===== config.mk =====
export PLATFORM = sky130hd
export DESIGN_NAME = dino_sprite_engine
export DESIGN_NICKNAME = d
export VERILOG_FILES = /design/src/rtl/dino_pkg.sv /design/src/rtl/dino_sprite_rom.sv /design/src/rtl/dino_sprite_engine.sv
export SDC_FILE = /design/constraint.sdc
export NUM_CORES = 1
export LEC_CHECK = 0
export BUFFER_PORTS_ARGS = -buffer_cell sky130_fd_sc_hd__buf_2
export CAP_MARGIN = 20
export CORE_UTILIZATION = 40
export DETAILED_ROUTE_END_ITERATION = 6
export HOLD_SLACK_MARGIN = 0.1
export PLACE_DENSITY = 0.72
export SLEW_MARGIN = 20
export SYNTH_ARGS = -nofsm -noshare
export SYNTH_HDL_FRONTEND = slang
export SYNTH_SLANG_ARGS = --single-unit

===== constraint.sdc =====
create_clock -name clk -period 6.15 [get_ports clk]
set_input_delay 1.845 -clock clk [delete_from_list [all_inputs] [get_ports clk]]
set_output_delay 1.845 -clock clk [all_outputs]
set_load 0.01 [all_outputs]

===== src/rtl/dino_pkg.sv =====
// Shared dinosaur definitions: frame encoding, default geometry and the sprite bitmaps.
// The bitmaps are built by constant functions, so the ROM is fixed at elaboration.
package dino_pkg;

    localparam int DEF_SPR_W        = 88;
    localparam int DEF_SPR_H        = 88;
    localparam int DEF_DUCK_H       = 52;
    localparam int DEF_X0           = 80;
    localparam int DEF_GROUND       = 402;
    localparam int DEF_JUMP_FRAMES  = 64;
    localparam int DEF_HEIGHT_SHIFT = 3;
    localparam int DEF_RUN_PERIOD   = 6;
    localparam int DEF_ROW_W        = 9;
    localparam int DEF_COL_W        = 10;

    localparam int SPR_RW = $clog2(DEF_SPR_H);
    localparam int SPR_CW = $clog2(DEF_SPR_W);

    typedef enum logic [1:0] {
        STAND = 2'd0,
        RUN_A = 2'd1,
        RUN_B = 2'd2,
        DUCK  = 2'd3
    } frame_sel_t;

    function automatic logic [DEF_SPR_W-1:0] span(input int lo, input int hi);
        logic [DEF_SPR_W-1:0] m;
        m = '0;
        for (int i = 0; i < DEF_SPR_W; i++) begin
            if (i >= lo && i <= hi) m[i] = 1'b1;
        end
        return m;
    endfunction

    // Word bit b of a row is displayed at sprite column DEF_SPR_W-1-b (mirrored).
    function automatic logic [DEF_SPR_W-1:0] sprite_row(input logic [1:0] frame, input int r);
        logic [DEF_SPR_W-1:0] w;
        w = '0;
        if (frame == DUCK) begin
            if (r >= 36 && r < 56) w = span(40, 87);
            if (r >= 56 && r < 78) w = span(0, 79);
            if (r >= 78)           w = span(0, 11) | span(50, 61);
        end else begin
            if (r < 22)            w = span(44, 87);
            if (r >= 6 && r < 10)  w = w & ~span(52, 55);
            if (r >= 22 && r < 56) w = span(8, 59);
            if (r >= 30 && r < 36) w = w | span(60, 71);
            if (r >= 56 && r < 70) w = span(0, 47);
            if (r >= 70) begin
                if (frame != RUN_B) w = w | span(0, 11);
                if (frame != RUN_A) w = w | span(36, 47);
            end
        end
        return w;
    endfunction

endpackage


===== src/rtl/dino_sprite_rom.sv =====
// Synchronous-read sprite ROM: one registered pixel per clock, column mirrored
// within the stored row word.
module dino_sprite_rom
    import dino_pkg::*;
(
    input  logic              clk,
    input  logic              rst,
    input  logic [1:0]        frame,
    input  logic [SPR_RW-1:0] row,
    input  logic [SPR_CW-1:0] col,
    output logic              pix
);

    localparam logic [SPR_CW-1:0] LAST_COL = SPR_CW'(DEF_SPR_W - 1);

    logic [DEF_SPR_W-1:0] word;

    always_comb begin
        word = sprite_row(frame, int'(row));
    end

    always_ff @(posedge clk or posedge rst) begin
        if (rst) begin
            pix <= 1'b0;
        end else begin
            pix <= word[LAST_COL - col];
        end
    end

endmodule


===== src/rtl/dino_sprite_engine.sv =====
// Dinosaur per-frame state (jump arc, duck, run legs) and a 2-stage sprite pixel
// pipeline in the pixel clock domain; exports the bounding box for collision.
module dino_sprite_engine
    import dino_pkg::*;
#(
    parameter int SPR_W        = DEF_SPR_W,
    parameter int SPR_H        = DEF_SPR_H,
    parameter int DUCK_H       = DEF_DUCK_H,
    parameter int X0           = DEF_X0,
    parameter int GROUND       = DEF_GROUND,
    parameter int JUMP_FRAMES  = DEF_JUMP_FRAMES,
    parameter int HEIGHT_SHIFT = DEF_HEIGHT_SHIFT,
    parameter int RUN_PERIOD   = DEF_RUN_PERIOD,
    parameter int ROW_W        = DEF_ROW_W,
    parameter int COL_W        = DEF_COL_W
)(
    input  logic             clk,
    input  logic             RESET,
    input  logic             frame_tick,
    input  logic             game_status,
    input  logic             start,
    input  logic             button_jump,
    input  logic             button_duck,
    input  logic [ROW_W-1:0] row_addr,
    input  logic [COL_W-1:0] col_addr,
    output logic             px,
    output logic             jumping,
    output logic [ROW_W-1:0] height,
    output logic [ROW_W-1:0] box_top,
    output logic [ROW_W-1:0] box_bottom
);

    localparam int JT_W = $clog2(JUMP_FRAMES);
    localparam int PW   = 2 * $clog2(JUMP_FRAMES + 1);
    localparam int RC_W = (RUN_PERIOD > 1) ? $clog2(RUN_PERIOD) : 1;

    localparam logic [JT_W-1:0]  LAST_T    = JT_W'(JUMP_FRAMES - 1);
    localparam logic [RC_W-1:0]  LAST_RUN  = RC_W'(RUN_PERIOD - 1);
    localparam logic [PW-1:0]    MAX_H_P   = PW'(GROUND - SPR_H);
    localparam logic [PW-1:0]    JF_P      = PW'(JUMP_FRAMES);
    localparam logic [ROW_W-1:0] MAX_H     = ROW_W'(GROUND - SPR_H);
    localparam logic [ROW_W-1:0] GROUND_R  = ROW_W'(GROUND);
    localparam logic [ROW_W-1:0] SPR_H_R   = ROW_W'(SPR_H);
    localparam logic [ROW_W-1:0] DUCK_H_R  = ROW_W'(DUCK_H);
    localparam logic [ROW_W:0]   SPR_H_X   = (ROW_W+1)'(SPR_H);
    localparam logic [COL_W-1:0] X0_C      = COL_W'(X0);
    localparam logic [COL_W-1:0] X_END_C   = COL_W'(X0 + SPR_W);

    logic [JT_W-1:0]  jump_t;
    logic [JT_W-1:0]  jt_next;
    logic             jumping_next;
    logic [RC_W-1:0]  run_cnt;
    logic [RC_W-1:0]  run_cnt_next;
    logic             leg;
    logic             leg_next;
    frame_sel_t       frame_sel;
    frame_sel_t       frame_next;
    logic [PW-1:0]    prod;
    logic [PW-1:0]    scaled;
    logic [ROW_W-1:0] height_next;

    always_comb begin
        jumping_next = jumping;
        jt_next      = jump_t;
        if (!jumping) begin
            if (button_jump) begin
                jumping_next = 1'b1;
                jt_next      = JT_W'(1);
            end
        end else if (jump_t == LAST_T) begin
            jumping_next = 1'b0;
            jt_next      = '0;
        end else begin
            jt_next = jump_t + 1'b1;
        end

        // Full-width product so the parabola is exact before the shift.
        prod        = PW'(jt_next) * (JF_P - PW'(jt_next));
        scaled      = prod >> HEIGHT_SHIFT;
        height_next = (scaled > MAX_H_P) ? MAX_H : ROW_W'(scaled);

        run_cnt_next = run_cnt;
        leg_next     = leg;
        if (!jumping_next && !button_duck) begin
            if (run_cnt == LAST_RUN) begin
                run_cnt_next = '0;
                leg_next     = ~leg;
            end else begin
                run_cnt_next = run_cnt + 1'b1;
            end
        end

        if (jumping_next) begin
            frame_next = STAND;
        end else if (button_duck) begin
            frame_next = DUCK;
        end else begin
            frame_next = leg_next ? RUN_B : RUN_A;
        end
    end

    always_ff @(posedge clk or posedge RESET) begin
        if (RESET) begin
            jumping   <= 1'b0;
            jump_t    <= '0;
            height    <= '0;
            run_cnt   <= '0;
            leg       <= 1'b0;
            frame_sel <= STAND;
        end else if (frame_tick) begin
            if (game_status) begin
                jumping   <= jumping_next;
                jump_t    <= jt_next;
                height    <= height_next;
                run_cnt   <= run_cnt_next;
                leg       <= leg_next;
                frame_sel <= frame_next;
            end else if (start) begin
                jumping   <= 1'b0;
                jump_t    <= '0;
                height    <= '0;
                frame_sel <= STAND;
            end
        end
    end

    assign box_bottom = GROUND_R - height;
    assign box_top    = box_bottom - ((frame_sel == DUCK) ? DUCK_H_R : SPR_H_R);

    // Row test is done as row+SPR_H >= bottom in one extra bit so it never wraps.
    logic [ROW_W:0] row_ext;
    logic [ROW_W:0] bot_ext;
    logic           row_hit;
    logic           col_hit;

    always_comb begin
        row_ext = {1'b0, row_addr};
        bot_ext = {1'b0, box_bottom};
        row_hit = (row_ext + SPR_H_X >= bot_ext) && (row_ext < bot_ext);
        col_hit = (col_addr >= X0_C) && (col_addr < X_END_C);
    end

    logic              s1_hit;
    logic [SPR_RW-1:0] s1_r;
    logic [SPR_CW-1:0] s1_c;
    logic              s2_hit;
    logic              rom_pix;

    always_ff @(posedge clk or posedge RESET) begin
        if (RESET) begin
            s1_hit <= 1'b0;
            s1_r   <= '0;
            s1_c   <= '0;
            s2_hit <= 1'b0;
        end else begin
            s1_hit <= row_hit && col_hit;
            s2_hit <= s1_hit;
            if (row_hit && col_hit) begin
                s1_r <= SPR_RW'(row_ext + SPR_H_X - bot_ext);
                s1_c <= SPR_CW'(col_addr - X0_C);
            end else begin
                s1_r <= '0;
                s1_c <= '0;
            end
        end
    end

    dino_sprite_rom u_rom (
        .clk   (clk),
        .rst   (RESET),
        .frame (frame_sel),
        .row   (s1_r),
        .col   (s1_c),
        .pix   (rom_pix)
    );

    assign px = s2_hit & rom_pix;

endmodule

Yosys cells after proc, flatten, opt, wreduce, memory -nomap -nowiden --
Cells that the tools add are included.
Storage, ports and cells: flip-flop bits (word level) 39, output and inout bits 29, bits of input ports 26
Operators by class: reductions and logical operators 16, multiply operators 1, bitwise operators 2, $lt $le $gt $ge 19, multiplexer cells 38, eq/ne operators 5, $add $sub $neg 9
Operators by type and width (count):
- 88-bit two-way mux | 7
- 48-bit two-way mux | 2
- 72-bit two-way mux | 1
- 56-bit two-way mux | 1
- 6-bit two-way mux | 5
- 9-bit two-way mux | 3
- 7-bit two-way mux | 3
- 7-bit by 5-bit >= comparator with 1-bit output, second input constant | 2
- 7-bit by 6-bit >= comparator with 1-bit output, second input constant | 2
- 7-bit >= comparator, second input constant | 2
- 7-bit by 6-bit < comparator with 1-bit output, second input constant | 2
- 7-bit < comparator, second input constant | 2
- 7-bit by 8-bit multiplier with 14-bit output | 1
- 12-bit two-way mux | 1
- 11-bit by 9-bit greater-than comparator with 1-bit output, second input constant | 1
- 9-bit by 7-bit adder with 10-bit output, second input constant | 1
- 10-bit by 7-bit >= comparator with 1-bit output, second input constant | 1
- 10-bit by 9-bit >= comparator with 1-bit output | 1
- 1-bit logical AND | 10
- 10-bit by 8-bit < comparator with 1-bit output, second input constant | 1
- 2-bit two-way mux | 5
- 9-bit < comparator | 1
- 9-bit by 7-bit subtractor with 9-bit output | 1
- 9-bit subtractor, first input constant | 1
- other kinds (24) | 33

Depth between registers and ports, before layout --
word-level depth 12, depth in mapped cells 26, mapped depth without buffers 25

Modules after synthesis --
From an unflattened synthesis, not the netlist that was laid out.
Unflattened totals: cell total of the unflattened synthesis 568, area, all modules 4899.7 um^2
By module, submodules not included:
- dino_sprite_engine | instances 1, seq. area each 950.9 um^2, cells each 477, area an instance 4244.1 um^2
- dino_sprite_rom | instances 1, seq. area each 25.0 um^2, cells each 91, area an instance 655.6 um^2

Worst setup path before layout --
Ideal clock, no wire load.
kind input to register, from input button_jump, to register height[0], stages on the path 23, path buffers 0, arrival time 7144 ps, setup time 121 ps, slack -1115 ps, required time 6029 ps, cell sequence nor2_1 o22ai_1 clkinv_1 ha_1 and3_1 ha_1 nor2_1 fa_1 inv_1 fa_1 inv_1 fa_1 inv_1 fa_1 inv_1 ha_1 o21a_1 o31a_1 or4_1 a221o_1 o21ai_2 a22oi_2 a22o_1
On the way: word-level cells in the longest chain between the ends 7
RTL lines:
- start, declared | RTL line dino_sprite_engine.sv:22 | input logic button_jump,
- 6-bit two-way mux * | RTL line dino_sprite_engine.sv:66 | if (button_jump) begin
- 6-bit two-way mux * | RTL line dino_sprite_engine.sv:65 | if (!jumping) begin
- 7-bit by 6-bit subtractor with 8-bit output | RTL line dino_sprite_engine.sv:78 | prod = PW'(jt_next) * (JF_P - PW'(jt_next));
- 7-bit by 8-bit multiplier with 14-bit output * | RTL line dino_sprite_engine.sv:78
- 11-bit by 9-bit greater-than comparator with 1-bit output | RTL line dino_sprite_engine.sv:80 | height_next = (scaled > MAX_H_P) ? MAX_H : ROW_W'(scaled);
- 9-bit two-way mux * | RTL line dino_sprite_engine.sv:80
- 9-bit two-way mux * | RTL line dino_sprite_engine.sv:111 | if (game_status) begin
- end signal, assigned | RTL line dino_sprite_engine.sv:114 | height <= height_next;
- end, declared | RTL line dino_sprite_engine.sv:28 | output logic [ROW_W-1:0] height,
Mark *: on every way between the ends. The rest lies on a longest branch, timed or not. A chain may end at the register's enable or synchronous reset.

Worst setup path in the final report --
from input button_jump, to register height[2]
The elaborated chain is that of the path after synthesis.

==> implementation parameters <==
Parameter                              Value

Clock tree
  Clock Root Buffer    clkbuf_8
  Clock transition at the register clock pins on the worst setup and hold paths after CTS    80 ps
  Level count of the clock H-tree    2
  Worst-skew pair later-pin latency    290 ps
  CTS tree    yes
  Maximum buffer depth of the clock tree    2
  Total of hold buffers inserted after clock tree synthesis    0
  CTS sink count    37
  Cts bufs inserted    5

Drt
  Routed vias/inst    5.35
  DRC Markers    0
  Drt first-iter violations    175
  Post-DRT Antenna Nets    0
  Vias after detailed routing    4206
  Routed WL per cell    14.1 um
  First-pass detailed-route iteration total    4
  Drt total wl    11100 um

Min path
  Worst min-delay path class    flop to flop

Synth
  Yosys top cell area share    0.207
  Cell area after technology mapping    0.00447 sq mm
  Share of the synthesized netlist area taken by xor and xnor gates    0.0627
  Number of synthesized register bits    37
  Synthesized area per cell    8.38 sq um
  Combinational family with the most area after synthesis    adder cells
  Yosys cell types    63
  Asr flop ratio synth    1.00
  Synthesis warning total    0
  Dominant register cell in the synthesized netlist    dfrtp_1
  Share of the synthesized area in compound gates (AO/OA/AOI/OAI)    0.198
  Simple-gate portion of the synthesized area    0.177
  Post-synthesis cell count    533
  Share of synthesized area occupied by flip-flops and latches    0.207
  Most area-consuming cells after synthesis    dfrtp_1, ha_1, fa_1
  Cell type contributing the most total cell area after synthesis    dfrtp_1
  Multiplexer area fraction after synthesis    0.00476
  Adder and majority cell fraction of the synthesized area    0.285
  EDFF count, synth    0

Timing
  Minimum clock period    6560 ps
  Achievable clock frequency    0.152 GHz
  Final max-slew violation count    0
  Final hold viol count    0
  Final-layout worst hold slack    356 ps
  Setup Viol. Count Final    9
  Worst Skew    5.88 ps
  Portion of the clock cycle consumed by the worst path in the final layout    1.07
  Crit path setup slack, layout    -415 ps
  Pin slew with the least headroom to its limit    773 ps
  RSZ-0062 raised after global routing    yes
  Relative slew margins    0.482

Worst setup path
  Max Fanout on Critical Path    6
  Endpoint required time on the critical path    6330 ps
  Worst endpoint data arrival time    6750 ps
  Type of origin of the critical path    input port
  Path type of the worst setup path    input port to flop
  Type of destination of the critical path    flop

Final layout
  Most frequent cells in the layout    ha_1, buf_4, inv_1, buf_2, nand2_1
  Synthesis-to-layout area growth    27.0%
  Leading cell type in the layout, fill and taps excluded    ha_1
  Layout cells sized above 1    0.255
  Diode count    0
  Final net count    760

Floorplan
  FP Rows    38
  Overall die area    0.0116 sq mm
  Height of the die    108 um
  # IOs    55
  Starting density of the core    0.412
  Horizontal die dimension    108 um
  Placeable core region    0.0108 sq mm

Placement
  Estimated wirelength of the detail-placed design    9310 um
  Port-buffer cells    54
  Final weighted congestion in routability-driven placement    0.889
  Post-placement setup slack    -801 ps

Power
  Leakage power figure    0.00293 uW
  Power Density    288 mW/mm^2
  Proportion of power drawn by the clock network    0.154
  Internal Dissipation    928 uW
  Part of the power in registers    0.199
  Power share of the combinational group    0.647
  Switching pwr    706 uW
  Maximum resistive drop on vdd    143 uV
  Switching Share    0.432

Global routing
  Initial antenna violation count    0
  Global-route wire length before repair    18700 um
  GRT Overall Usage    0.201
  Via count of the first global-routing pass    4228
  Maximum number of pins on one net before global-route repair    38
  Remaining global-route overflow    0

Status
  Violations in the final reports    setup timing
  Outcome    finished with violations

Flow run
  Max_cap viols    0
==> power groups by stage <==
stage          combinational, uW  sequential (uW)  clock [uW]
5_1_grt                     1180              331         265
4_1_cts                     1040              324         254
2_1_floorplan                689              323           0
6_report                    1060              325         251
3_3_place_gp                 987              327           0
3_5_place_dp                1020              328           0
==> cell type report <==
| cell class | instances | area (sq um) |
|---|---|---|
| clock inverter | 3 | 65.1 |
| inverter | 59 | 226 |
| clock buffer | 5 | 68.8 |
| fill | 1006 | 5170 |
| sequential | 37 | 926 |
| tap | 140 | 175 |
| timing repair buffer | 115 | 747 |
| multi-input combinational | 427 | 3460 |
==> layer usage <==
metal / track usage / vias up / part of all wire
met5: 0 / - / 0
met4: 0.0538 / 0 / 0.014
met3: 0.0194 / 13 / 0.022
met2: 0.368 / 59 / 0.52
met1: 0.249 / 2068 / 0.44
li1: - / 2066 / -
==> Yosys cell counts (6+ instances only) <==
master     n
nor2_1    49
nand2_1   50
nor3b_1    6
fa_1      21
a21oi_1   30
dfrtp_1   37
a31oi_1    6
inv_1     58
o21ai_0   31
nor3_1    13
nand2b_1   9
o211ai_1   6
xnor2_1   22
nor2b_1   10
clkbuf_1   8
o21a_1     7
ha_1      68
a21o_1     8
xor2_1    10
==> flip-flops by register name, indices dropped and copies added, names as in the netlist <==
signal and flops:
s1_r 6, height 9, frame_sel 2, s1_hit 1
s1_c 6, jump_t 6, s2_hit 1, run_cnt 3
leg 1, u_rom.pix 1, jumping 1
==> what timing repair did <==
item                                    in CTS  in global routing
gates resized for setup                     15                 16
endpoints found under the setup margin       9                  9
hold endpoints to repair                     0                  0
pin swaps                                   11                 20
setup buffers                                4                  1
==> stage by stage <==
stage / cells / power, uW / TNS (ps) / utilization / instance area [sq um]
after floorplan: 537 / 1010 / -4100 / - / 4580
after global placement: 773 / 1310 / -6310 / 0.497 / 5380
after detailed placement: 773 / 1350 / -6820 / 0.497 / 5380
after CTS: 785 / 1620 / -2870 / 0.518 / 5610
after global routing: 786 / 1770 / -5030 / 0.523 / 5670
final: 786 / 1630 / -3290 / 0.523 / 5670
==> final timing paths <==
check,from,end,slack [ps],cells after the start
setup / recovery,button_jump,height[2]$_DFFE_PP0P_,-410,24
hold / removal,s1_hit$_DFF_PP0_,s2_hit$_DFF_PP0_,360,0
setup reg to reg,jump_t[1]$_DFFE_PP0P_,height[2]$_DFFE_PP0P_,210,27
hold reg to reg,s1_hit$_DFF_PP0_,s2_hit$_DFF_PP0_,360,0
max in group asynchronous,RESET,s1_c[4]$_DFF_PP0_,4170,3
min in group asynchronous,RESET,s2_hit$_DFF_PP0_,1650,3
==> critical path: stages <==
cell      delay [ps]
buf_12           110
nor3b_2          180
a21oi_2          100
ha_4             200
and3_4           150
ha_4             270
nor2_4            30
fa_1             510
inv_2             40
fa_1             480
inv_2             40
fa_1             490
inv_1             50
fa_1             490
inv_2             50
ha_4             300
nand2_4           60
a211oi_4         300
buf_4            170
or3_4            100
o211ai_1         100
xnor2_1          300
a22oi_2          160
a22o_1           220
==> kinds of logic (layout without fill, tap and decap cells) <==
| logic type | Yosys count | after routing |
|---|---|---|
| buf+inv | 73 | 182 |
| flops | 37 | 37 |
| other cells | 1 | 5 |
| fa+ha+maj | 89 | 89 |
| xor+xnor | 32 | 32 |
| mux | 2 | 2 |
| compound gates | 134 | 134 |
| simple gates | 165 | 165 |
Note: power is estimated with default switching activity, not from simulation.
